File: config.mk
export PLATFORM = sky130hd
export DESIGN_NAME = dsa_stream_feeder
export DESIGN_NICKNAME = d
export VERILOG_FILES = /design/src/rtl/dsa_stream_feeder.sv
export SDC_FILE = /design/constraint.sdc
export NUM_CORES = 1
export LEC_CHECK = 0
export CORE_ASPECT_RATIO = 1.2
export CORE_MARGIN = 1.5
export CORE_UTILIZATION = 51
export DETAILED_ROUTE_END_ITERATION = 6
export DONT_BUFFER_PORTS = 1
export GPL_TIMING_DRIVEN = 0
export MAX_ROUTING_LAYER = met4
export PLACE_DENSITY = 0.65
export SLEW_MARGIN = 20
export SYNTH_ARGS = -nofsm -noshare
export SYNTH_HDL_FRONTEND = slang
export SYNTH_SLANG_ARGS = --single-unit
File: constraint.sdc
create_clock -name clk_i -period 7 [get_ports clk_i]
set_input_delay 1.05 -clock clk_i [delete_from_list [all_inputs] [get_ports clk_i]]
set_output_delay 1.05 -clock clk_i [all_outputs]
set_load 0.1 [all_outputs]
File: src/rtl/dsa_stream_feeder.sv
// rtl/dsa_stream_feeder.sv - memory-mapped operand feeder and result FIFO for a three-operand FP IP
//
// Ports:
//   clk_i, rst_i              clock, synchronous active-high reset
//   S_DEVICE_*                single-cycle strobe bus; ready/data returned the following cycle
//   a/b/c_valid_o, a/b/c_data_o  staged operands and one-cycle launch pulses to the IP
//   r_valid_i, r_data_i       results returned by the IP
module dsa_stream_feeder #(
  parameter int              XLEN      = 32,
  parameter logic [XLEN-1:0] BASE_ADDR = XLEN'(32'hC4000000),
  parameter int              RES_DEPTH = 8,
  parameter int              CNT_W     = $clog2(RES_DEPTH) + 1
) (
  input  logic            clk_i,
  input  logic            rst_i,
  input  logic            S_DEVICE_strobe_i,
  input  logic [XLEN-1:0] S_DEVICE_addr_i,
  input  logic            S_DEVICE_rw_i,
  input  logic [XLEN-1:0] S_DEVICE_data_i,
  output logic            S_DEVICE_ready_o,
  output logic [XLEN-1:0] S_DEVICE_data_o,
  output logic            a_valid_o,
  output logic            b_valid_o,
  output logic            c_valid_o,
  output logic [XLEN-1:0] a_data_o,
  output logic [XLEN-1:0] b_data_o,
  output logic [XLEN-1:0] c_data_o,
  input  logic            r_valid_i,
  input  logic [XLEN-1:0] r_data_i
);

  localparam int PTR_W = $clog2(RES_DEPTH);

  localparam logic [XLEN-1:0] OFF_RESULT = XLEN'(32'h00);
  localparam logic [XLEN-1:0] OFF_IN1    = XLEN'(32'h04);
  localparam logic [XLEN-1:0] OFF_IN2    = XLEN'(32'h08);
  localparam logic [XLEN-1:0] OFF_IN3    = XLEN'(32'h0C);
  localparam logic [XLEN-1:0] OFF_CTRL   = XLEN'(32'h10);
  localparam logic [XLEN-1:0] OFF_STATUS = XLEN'(32'h14);

  // Staged operands
  logic [XLEN-1:0] in1_q, in2_q, in3_q;
  logic            valid_q;

  // Result FIFO
  logic [XLEN-1:0]  mem_q [RES_DEPTH];
  logic [PTR_W-1:0] wr_ptr_q, rd_ptr_q;
  logic [CNT_W-1:0] res_count_q;
  logic [CNT_W-1:0] inflight_q;

  // Sticky error flags
  logic ovf_q, udf_q;
  logic ovf_n, udf_n;

  // Bus response
  logic            ready_q;
  logic [XLEN-1:0] rdata_q;
  logic [XLEN-1:0] rd_mux;
  logic [XLEN-1:0] status;

  // Decode
  logic [XLEN-1:0] off;
  logic            rd_acc, wr_acc;
  logic            ctrl_wr, clr_err, flush, launch_req, launch_ok;
  logic            pop_req, pop_ok, push_ok, push_drop, inflight_dec;
  logic            res_empty, res_full;
  logic [CNT_W-1:0] cnt_eff;
  logic [CNT_W:0]   credit_sum;

  assign off    = S_DEVICE_addr_i - BASE_ADDR;
  assign rd_acc = S_DEVICE_strobe_i & ~S_DEVICE_rw_i;
  assign wr_acc = S_DEVICE_strobe_i &  S_DEVICE_rw_i;

  assign ctrl_wr    = wr_acc & (off == OFF_CTRL);
  assign clr_err    = ctrl_wr & S_DEVICE_data_i[2];
  assign flush      = ctrl_wr & S_DEVICE_data_i[1];
  assign launch_req = ctrl_wr & S_DEVICE_data_i[0];

  assign res_empty = (res_count_q == '0);
  assign res_full  = (res_count_q == CNT_W'(RES_DEPTH));

  // A flush in the same write empties the FIFO before the credit check.
  assign cnt_eff    = flush ? '0 : res_count_q;
  assign credit_sum = {1'b0, inflight_q} + {1'b0, cnt_eff};
  assign launch_ok  = launch_req & (credit_sum < (CNT_W+1)'(RES_DEPTH));

  // Only one bus access per cycle, so a pop never coincides with a flush.
  assign pop_req   = rd_acc & (off == OFF_RESULT);
  assign pop_ok    = pop_req & ~res_empty;
  assign push_ok   = r_valid_i & ~flush & (~res_full | pop_ok);
  assign push_drop = r_valid_i & ~flush & res_full & ~pop_ok;

  // In-flight counter saturates at zero for results we did not launch.
  assign inflight_dec = r_valid_i & (inflight_q != '0);

  always_comb begin
    status        = '0;
    status[0]     = res_empty;
    status[1]     = res_full;
    status[2]     = (inflight_q != '0);
    status[3]     = ovf_q;
    status[4]     = udf_q;
    status[15:8]  = 8'(res_count_q);
    status[23:16] = 8'(inflight_q);
  end

  always_comb begin
    rd_mux = '0;
    case (off)
      OFF_RESULT: rd_mux = res_empty ? '0 : mem_q[rd_ptr_q];
      OFF_IN1:    rd_mux = in1_q;
      OFF_IN2:    rd_mux = in2_q;
      OFF_IN3:    rd_mux = in3_q;
      OFF_STATUS: rd_mux = status;
      default:    rd_mux = '0;
    endcase
  end

  // CLR_ERR is applied before any error raised by the same cycle's events.
  always_comb begin
    ovf_n = clr_err ? 1'b0 : ovf_q;
    udf_n = clr_err ? 1'b0 : udf_q;
    if ((launch_req & ~launch_ok) | push_drop) ovf_n = 1'b1;
    if (pop_req & res_empty)                   udf_n = 1'b1;
  end

  always_ff @(posedge clk_i) begin
    if (rst_i) begin
      ready_q     <= 1'b0;
      rdata_q     <= '0;
      in1_q       <= '0;
      in2_q       <= '0;
      in3_q       <= '0;
      valid_q     <= 1'b0;
      wr_ptr_q    <= '0;
      rd_ptr_q    <= '0;
      res_count_q <= '0;
      inflight_q  <= '0;
      ovf_q       <= 1'b0;
      udf_q       <= 1'b0;
    end else begin
      ready_q <= S_DEVICE_strobe_i;
      if (rd_acc) rdata_q <= rd_mux;

      if (wr_acc && off == OFF_IN1) in1_q <= S_DEVICE_data_i;
      if (wr_acc && off == OFF_IN2) in2_q <= S_DEVICE_data_i;
      if (wr_acc && off == OFF_IN3) in3_q <= S_DEVICE_data_i;

      valid_q    <= launch_ok;
      inflight_q <= inflight_q + CNT_W'(launch_ok) - CNT_W'(inflight_dec);

      if (flush) begin
        wr_ptr_q    <= '0;
        rd_ptr_q    <= '0;
        res_count_q <= '0;
      end else begin
        if (push_ok) wr_ptr_q <= wr_ptr_q + 1'b1;
        if (pop_ok)  rd_ptr_q <= rd_ptr_q + 1'b1;
        res_count_q <= res_count_q + CNT_W'(push_ok) - CNT_W'(pop_ok);
      end

      ovf_q <= ovf_n;
      udf_q <= udf_n;
    end
  end

  // Storage needs no reset; occupancy is tracked by the pointers.
  always_ff @(posedge clk_i) begin
    if (!rst_i && push_ok) mem_q[wr_ptr_q] <= r_data_i;
  end

  assign S_DEVICE_ready_o = ready_q;
  assign S_DEVICE_data_o  = rdata_q;
  assign a_valid_o        = valid_q;
  assign b_valid_o        = valid_q;
  assign c_valid_o        = valid_q;
  assign a_data_o         = in1_q;
  assign b_data_o         = in2_q;
  assign c_data_o         = in3_q;

endmodule

After elaboration in Yosys (flattened, before gate mapping):

Memories as Yosys holds them, arrays and structs flattened. A register that Yosys moved wholly into a read port is not among the register bits.
Cells that the tools add are included.

* reduce and logical (&&, ||, !) cells: 11
* eq/ne operators: 6
* add/subtract/negate cells: 8
* order comparisons: 1
* bitwise operators: 24
* multiplexer cells: 10

Operators by type and width (number)
* 32-bit case mux with 5 select lines: 1
* 32-bit by 4-bit equality test with 1-bit output, second input constant: 2
* 32-bit by 5-bit equality test with 1-bit output, second input constant: 2
* 32-bit by 3-bit equality test with 1-bit output, second input constant: 1
* 32-bit zero test: 1
* 32-bit 2-to-1 mux: 1
* 32-bit subtractor, second input constant: 1
* 1-bit AND: 16
* 4-bit by 1-bit adder with 4-bit output: 2
* 4-bit by 1-bit subtractor with 4-bit output: 2
* 3-bit by 1-bit adder with 3-bit output, second input constant: 2
* 3-bit 2-to-1 mux: 2
* 1-bit inverter: 6
* 4-bit by 4-bit adder with 5-bit output: 1
* 5-bit by 4-bit < comparator with 1-bit output, second input constant: 1
* 1-bit 2-to-1 mux: 5
* 4-bit equality test, second input constant: 1
* 1-bit logical AND: 4
* 4-bit zero test: 1
* 4-bit 2-to-1 mux: 1
* 2-bit nonzero test: 2
* 4-bit nonzero test: 1
* 1-bit OR: 2
* 2-bit OR reduction: 1
* 1-bit zero test: 1

* logic and storage cells: 73
* input bits: 101
* output and inout bits: 132
* register bits after elaboration: 146
* bits in writable memories: 256
* memories: 1

Memory list
* mem_q: words 8, bits a word 32, read ports 1, clocked after memory_dff 1, write ports 1, RTL line 46 `logic [XLEN-1:0] mem_q [RES_DEPTH];`

Depth between registers and ports, before layout:

* depth after elaboration: 12
* depth in mapped cells: 18
* gate-level depth less buffers: 16

Worst setup path before layout:

OpenSTA, ideal clock, no wires.

* path type: in2reg
* start: input port S_DEVICE_addr_i[18]
* end: memory mem_q[1][0] (enable)
* slack: 1589 ps
* required time: 6539 ps
* stages: 6
* buffers on the path: 0
* data arrival time: 4950 ps
* library setup time: 461 ps
* cell sequence: or4_4 or4_4 nor4_4 o21a_1 inv_2 nor3_1

* cells in the longest elaborated chain, start to end: 10
* elaborated cells between the ends (all ways): 14
* classes of those cells: 1 x add/sub; 1 x eq/ne; 2 x mux; 8 x bitwise; 2 x reduce/logical

RTL lines
* start, declared: RTL line 17 `input logic [XLEN-1:0] S_DEVICE_addr_i,`
* 32-bit subtractor (*): RTL line 70 `assign off = S_DEVICE_addr_i - BASE_ADDR;`
* 32-bit by 5-bit equality test with 1-bit output: RTL line 74 `assign ctrl_wr = wr_acc & (off == OFF_CTRL);`
* 1-bit AND: RTL line 74
* 1-bit AND: RTL line 76 `assign flush = ctrl_wr & S_DEVICE_data_i[1];`
* 1-bit inverter: RTL line 90 `assign push_ok = r_valid_i & ~flush & (~res_full | pop_ok);`
* 1-bit AND: RTL line 90
* 1-bit AND (*): RTL line 90
* 1-bit logical AND (*): RTL line 169 `if (!rst_i && push_ok) mem_q[wr_ptr_q] <= r_data_i;`
* 1-bit 2-to-1 mux (*): RTL line 169
* 1-bit 2-to-1 mux (not written as such) (*): RTL line 169
* end, declared: RTL line 46

Every way passes the cells marked *; elsewhere a longest branch is shown, timed or not.

Worst setup path after layout:

* start: input port S_DEVICE_addr_i[17]
* end: register inflight_q[2]

* cells in the longest elaborated chain, start to end: 10
* elaborated cells between the ends (all ways): 11
* classes of those cells: 4 x add/sub; 1 x order compare; 1 x eq/ne; 1 x mux; 4 x bitwise

RTL lines
* 32-bit subtractor (*): RTL line 70
* 32-bit by 5-bit equality test with 1-bit output (*): RTL line 74
* 1-bit AND (*): RTL line 74
* 1-bit AND: RTL line 76
* 4-bit 2-to-1 mux: RTL line 83 `assign cnt_eff = flush ? '0 : res_count_q;`
* 4-bit by 4-bit adder with 5-bit output: RTL line 84 `assign credit_sum = {1'b0, inflight_q} + {1'b0, cnt_eff};`
* 5-bit by 4-bit < comparator with 1-bit output: RTL line 85 `assign launch_ok = launch_req & (credit_sum < (CNT_W+1)'(RES_DEPTH));`
* 1-bit AND (*): RTL line 85
* 4-bit by 1-bit adder with 4-bit output (*): RTL line 150 `inflight_q <= inflight_q + CNT_W'(launch_ok) - CNT_W'(inflight_dec);`
* 4-bit by 1-bit subtractor with 4-bit output (*): RTL line 150
* end signal, assigned: RTL line 150
* end, declared: RTL line 49 `logic [CNT_W-1:0] inflight_q;`

Marked as above.
A chain may end at the register's enable or synchronous reset.

==> reports/metrics.cfg <==
[outcome]
status = completed

[global_route]
antenna_found_initial = 0
grtUsageTotal_pct = 27.9
grt_first_pass_wirelength_um = 66600
grt_max_degree = 14
grt_pass1_vias = 10500
grt-ovfl-total = 0

[final_layout]
fin_cells = 1732
fillerInstances = 2497
antennaDiodeCount = 0
drive_gt1_share_pct = 15.2
multi_input_area_um2 = 5420
final_cell_area_um2 = 18600
num-nets-final = 1422
area.growth.synth_to_final_pct = 12.8
seq_area_um2 = 10700

[setup_path]
cp_max_fo = 8
crit_type = in2reg
cp.required_ns = 7.41
ff2ff_path_depth = 16
critical_path_arrival_ns = 5.08
cp-start-kind = input port
crit_path_end_kind = register

[placed_design]
port-buffer-count = 0
dpl.hpwl_um = 33100
dp_cells = 1661
dpl_cell_area_um2 = 17400
gp_congestion = 0.920

[routing]
vias_per_cell = 6.15
wire_per_inst_um = 26.2
top_layer = met4
ant_nets = 0
drc_errors = 0
wirelength_um = 45300
dr.pass1.iters = 5
wl_met3_um = 4310
routed-wl-met2_um = 22100
wl_met1_um = 17200
drt-initial-drc-count = 1000
via_count = 10700

[logic_synthesis]
synth_top_area_share_pct = 46.6
synth.distinct_cells = 52
syn_nets = 1346
netlist_area_um2 = 16500
async_flop_share_pct = 0
synth_warnings = 0
synth_seq_area_share_pct = 64.7
synthTopCellsByArea = edfxtp_1 (47%), dfxtp_1 (18%), mux4_2 (8.7%)
synth_edf_count = 256
synth_flop_cell = edfxtp_1
syn_inst = 1227
ys_ff_latch = 405
avgSynthCellArea_um2 = 13.4
synth_top_area_cell = edfxtp_1

[power_and_ir_drop]
p_total_mw = 5.07
p_leak_nw = 5.91
powerDensity_nw_per_um2 = 272
ir_drop_mv = 0.144

[clocking]
post-cts-setup-buffers = 0
hold_buffers = 0
cts_buffer_depth = 3
cts.sinks = 405
clock_latency_ns = 0.55
cts_buffers = 41
cts_resized = 0
cts_tree = built
worst_setup_hold_path_clk_slew_ns = 0.07
htreeDepth = 2
clockRootBuffer = clkbuf_16

[sta]
fin_crit_ns = 4.67
post-route-period-util_pct = 66.7
finClkSkew_ns = 0.0146
slew_violations = 0
fmaxAchievable_mhz = 214
relSlewSlack_pct = 20.1
hold_viol = 0
fin_tns_setup_ns = 0
holdWs_ns = 0.470
setup_viol = 0
max_slew.worst_pin.slew_ns = 1.20
rsz0062_at_grt = false

[floorplan]
core_area_um2 = 31600
die_area_um2 = 33400
num_rows = 71
initial_core_util_pct = 52.2
die_y_um = 200
ios = 233
die_x_um = 167

[worst_hold_path]
hold_path_class = reg2reg
holdPathStages = 2

[run]
max-cap-violations = 0

## placed cells by master (no fill, tap or decap), drive strengths merged, types with 7 or more instances in the layout
cell type,instances
nor3,12
nor4,7
a211oi,13
nor2,48
inv,17
clkinv,11
dfxtp,149
buf,66
a21oi,134
mux2i,66
o21ai,35
clkbuf,116
nand3,33
ha,16
edfxtp,256
o32ai,13
mux4,64
nand2,162
nand4,8
o22ai,18
a22o,31
## cells by family (layout without fill, tap and decap cells)
logic type	after synthesis	in the layout	share of synthesized area (%)
multiplexers	130	130	12.7
buffers and inverters	107	211	2.75
XOR/XNOR	5	5	0.266
adder cells (fa/ha/maj)	18	18	1.46
AO/OA/AOI/OAI	254	254	9.20
AND/OR/NAND/NOR	308	308	8.90
flip-flops	405	405	64.7
## Yosys cell counts, types with 15 or more instances
master	instances
nand3_1	33
inv_1	15
a22o_1	31
o22ai_1	18
nor2_1	48
edfxtp_1	256
clkbuf_1	57
buf_2	18
mux2i_1	66
o21ai_0	35
mux4_2	64
a21oi_1	134
nand2_1	162
ha_1	16
dfxtp_1	149
## state kept, by name, summed over array words and instances, names as in the netlist, named ones only
signal            flops
S_DEVICE_ready_o      1
a_data_o             32
b_data_o             32
inflight_q            4
udf_q                 1
mem_q               256
S_DEVICE_data_o      32
res_count_q           4
a_valid_o             1
c_data_o             32
wr_ptr_q              3
rd_ptr_q              3
ovf_q                 1
## per-stage QoR
stage / setup WS, ns / util [%]
3_5_place_dp: 1.83 / 54.9
2_1_floorplan: 1.59 / -
4_1_cts: 2.38 / 58.9
6_report: 2.33 / 58.9
5_1_grt: 2.05 / 58.9
3_3_place_gp: -0.895 / 53.8
## power by group
part	switching [mW]	leakage, nW	internal, mW
Sequential	0.0693	3.52	2.60
Clock	0.888	0.621	1.18
Combinational	0.199	1.77	0.135
Total	1.16	5.91	3.91
## path summary, 6_finish.rpt
check | start | to | slack (ns)
worst min-delay path | udf_q | udf_q | 0.47
worst max-delay path | S_DEVICE_addr_i[17] | inflight_q[2] | 2.33
worst max register to register | res_count_q[2] | res_count_q[2] | 3.25
worst min register to register | udf_q | udf_q | 0.47
## layer usage
metal	track usage, %	vias to the layer above
met3	8.24	105
li1	-	4778
met5	-	-
met2	45.7	495
met4	11.1	0
met1	32.5	5273
## final cells by class
cell class                      instances  share of cell area [%]
Sequential cell                       405                    57.3
Clock buffer                           59                    6.38
Timing Repair Buffer                   33                    1.69
Multi-Input combinational cell        715                    29.1
Tap cell                              401                    2.70
Buffer                                 90                    2.10
Clock inverter                         12                   0.343
Inverter                               17                   0.343
## critical path: stages
cell and delay (ns):
or4_1 0.61, nor4_2 0.74, nand4_1 0.29, and2_1 0.24, ha_1 0.25, and4b_1 0.19
o21ai_0 0.16, nand2_1 0.08, or2_2 0.31, ha_1 0.28, inv_1 0.04, ha_1 0.20
fa_1 0.41, xnor2_1 0.17, nor2_1 0.05
Note: power is estimated with default switching activity, not from simulation.
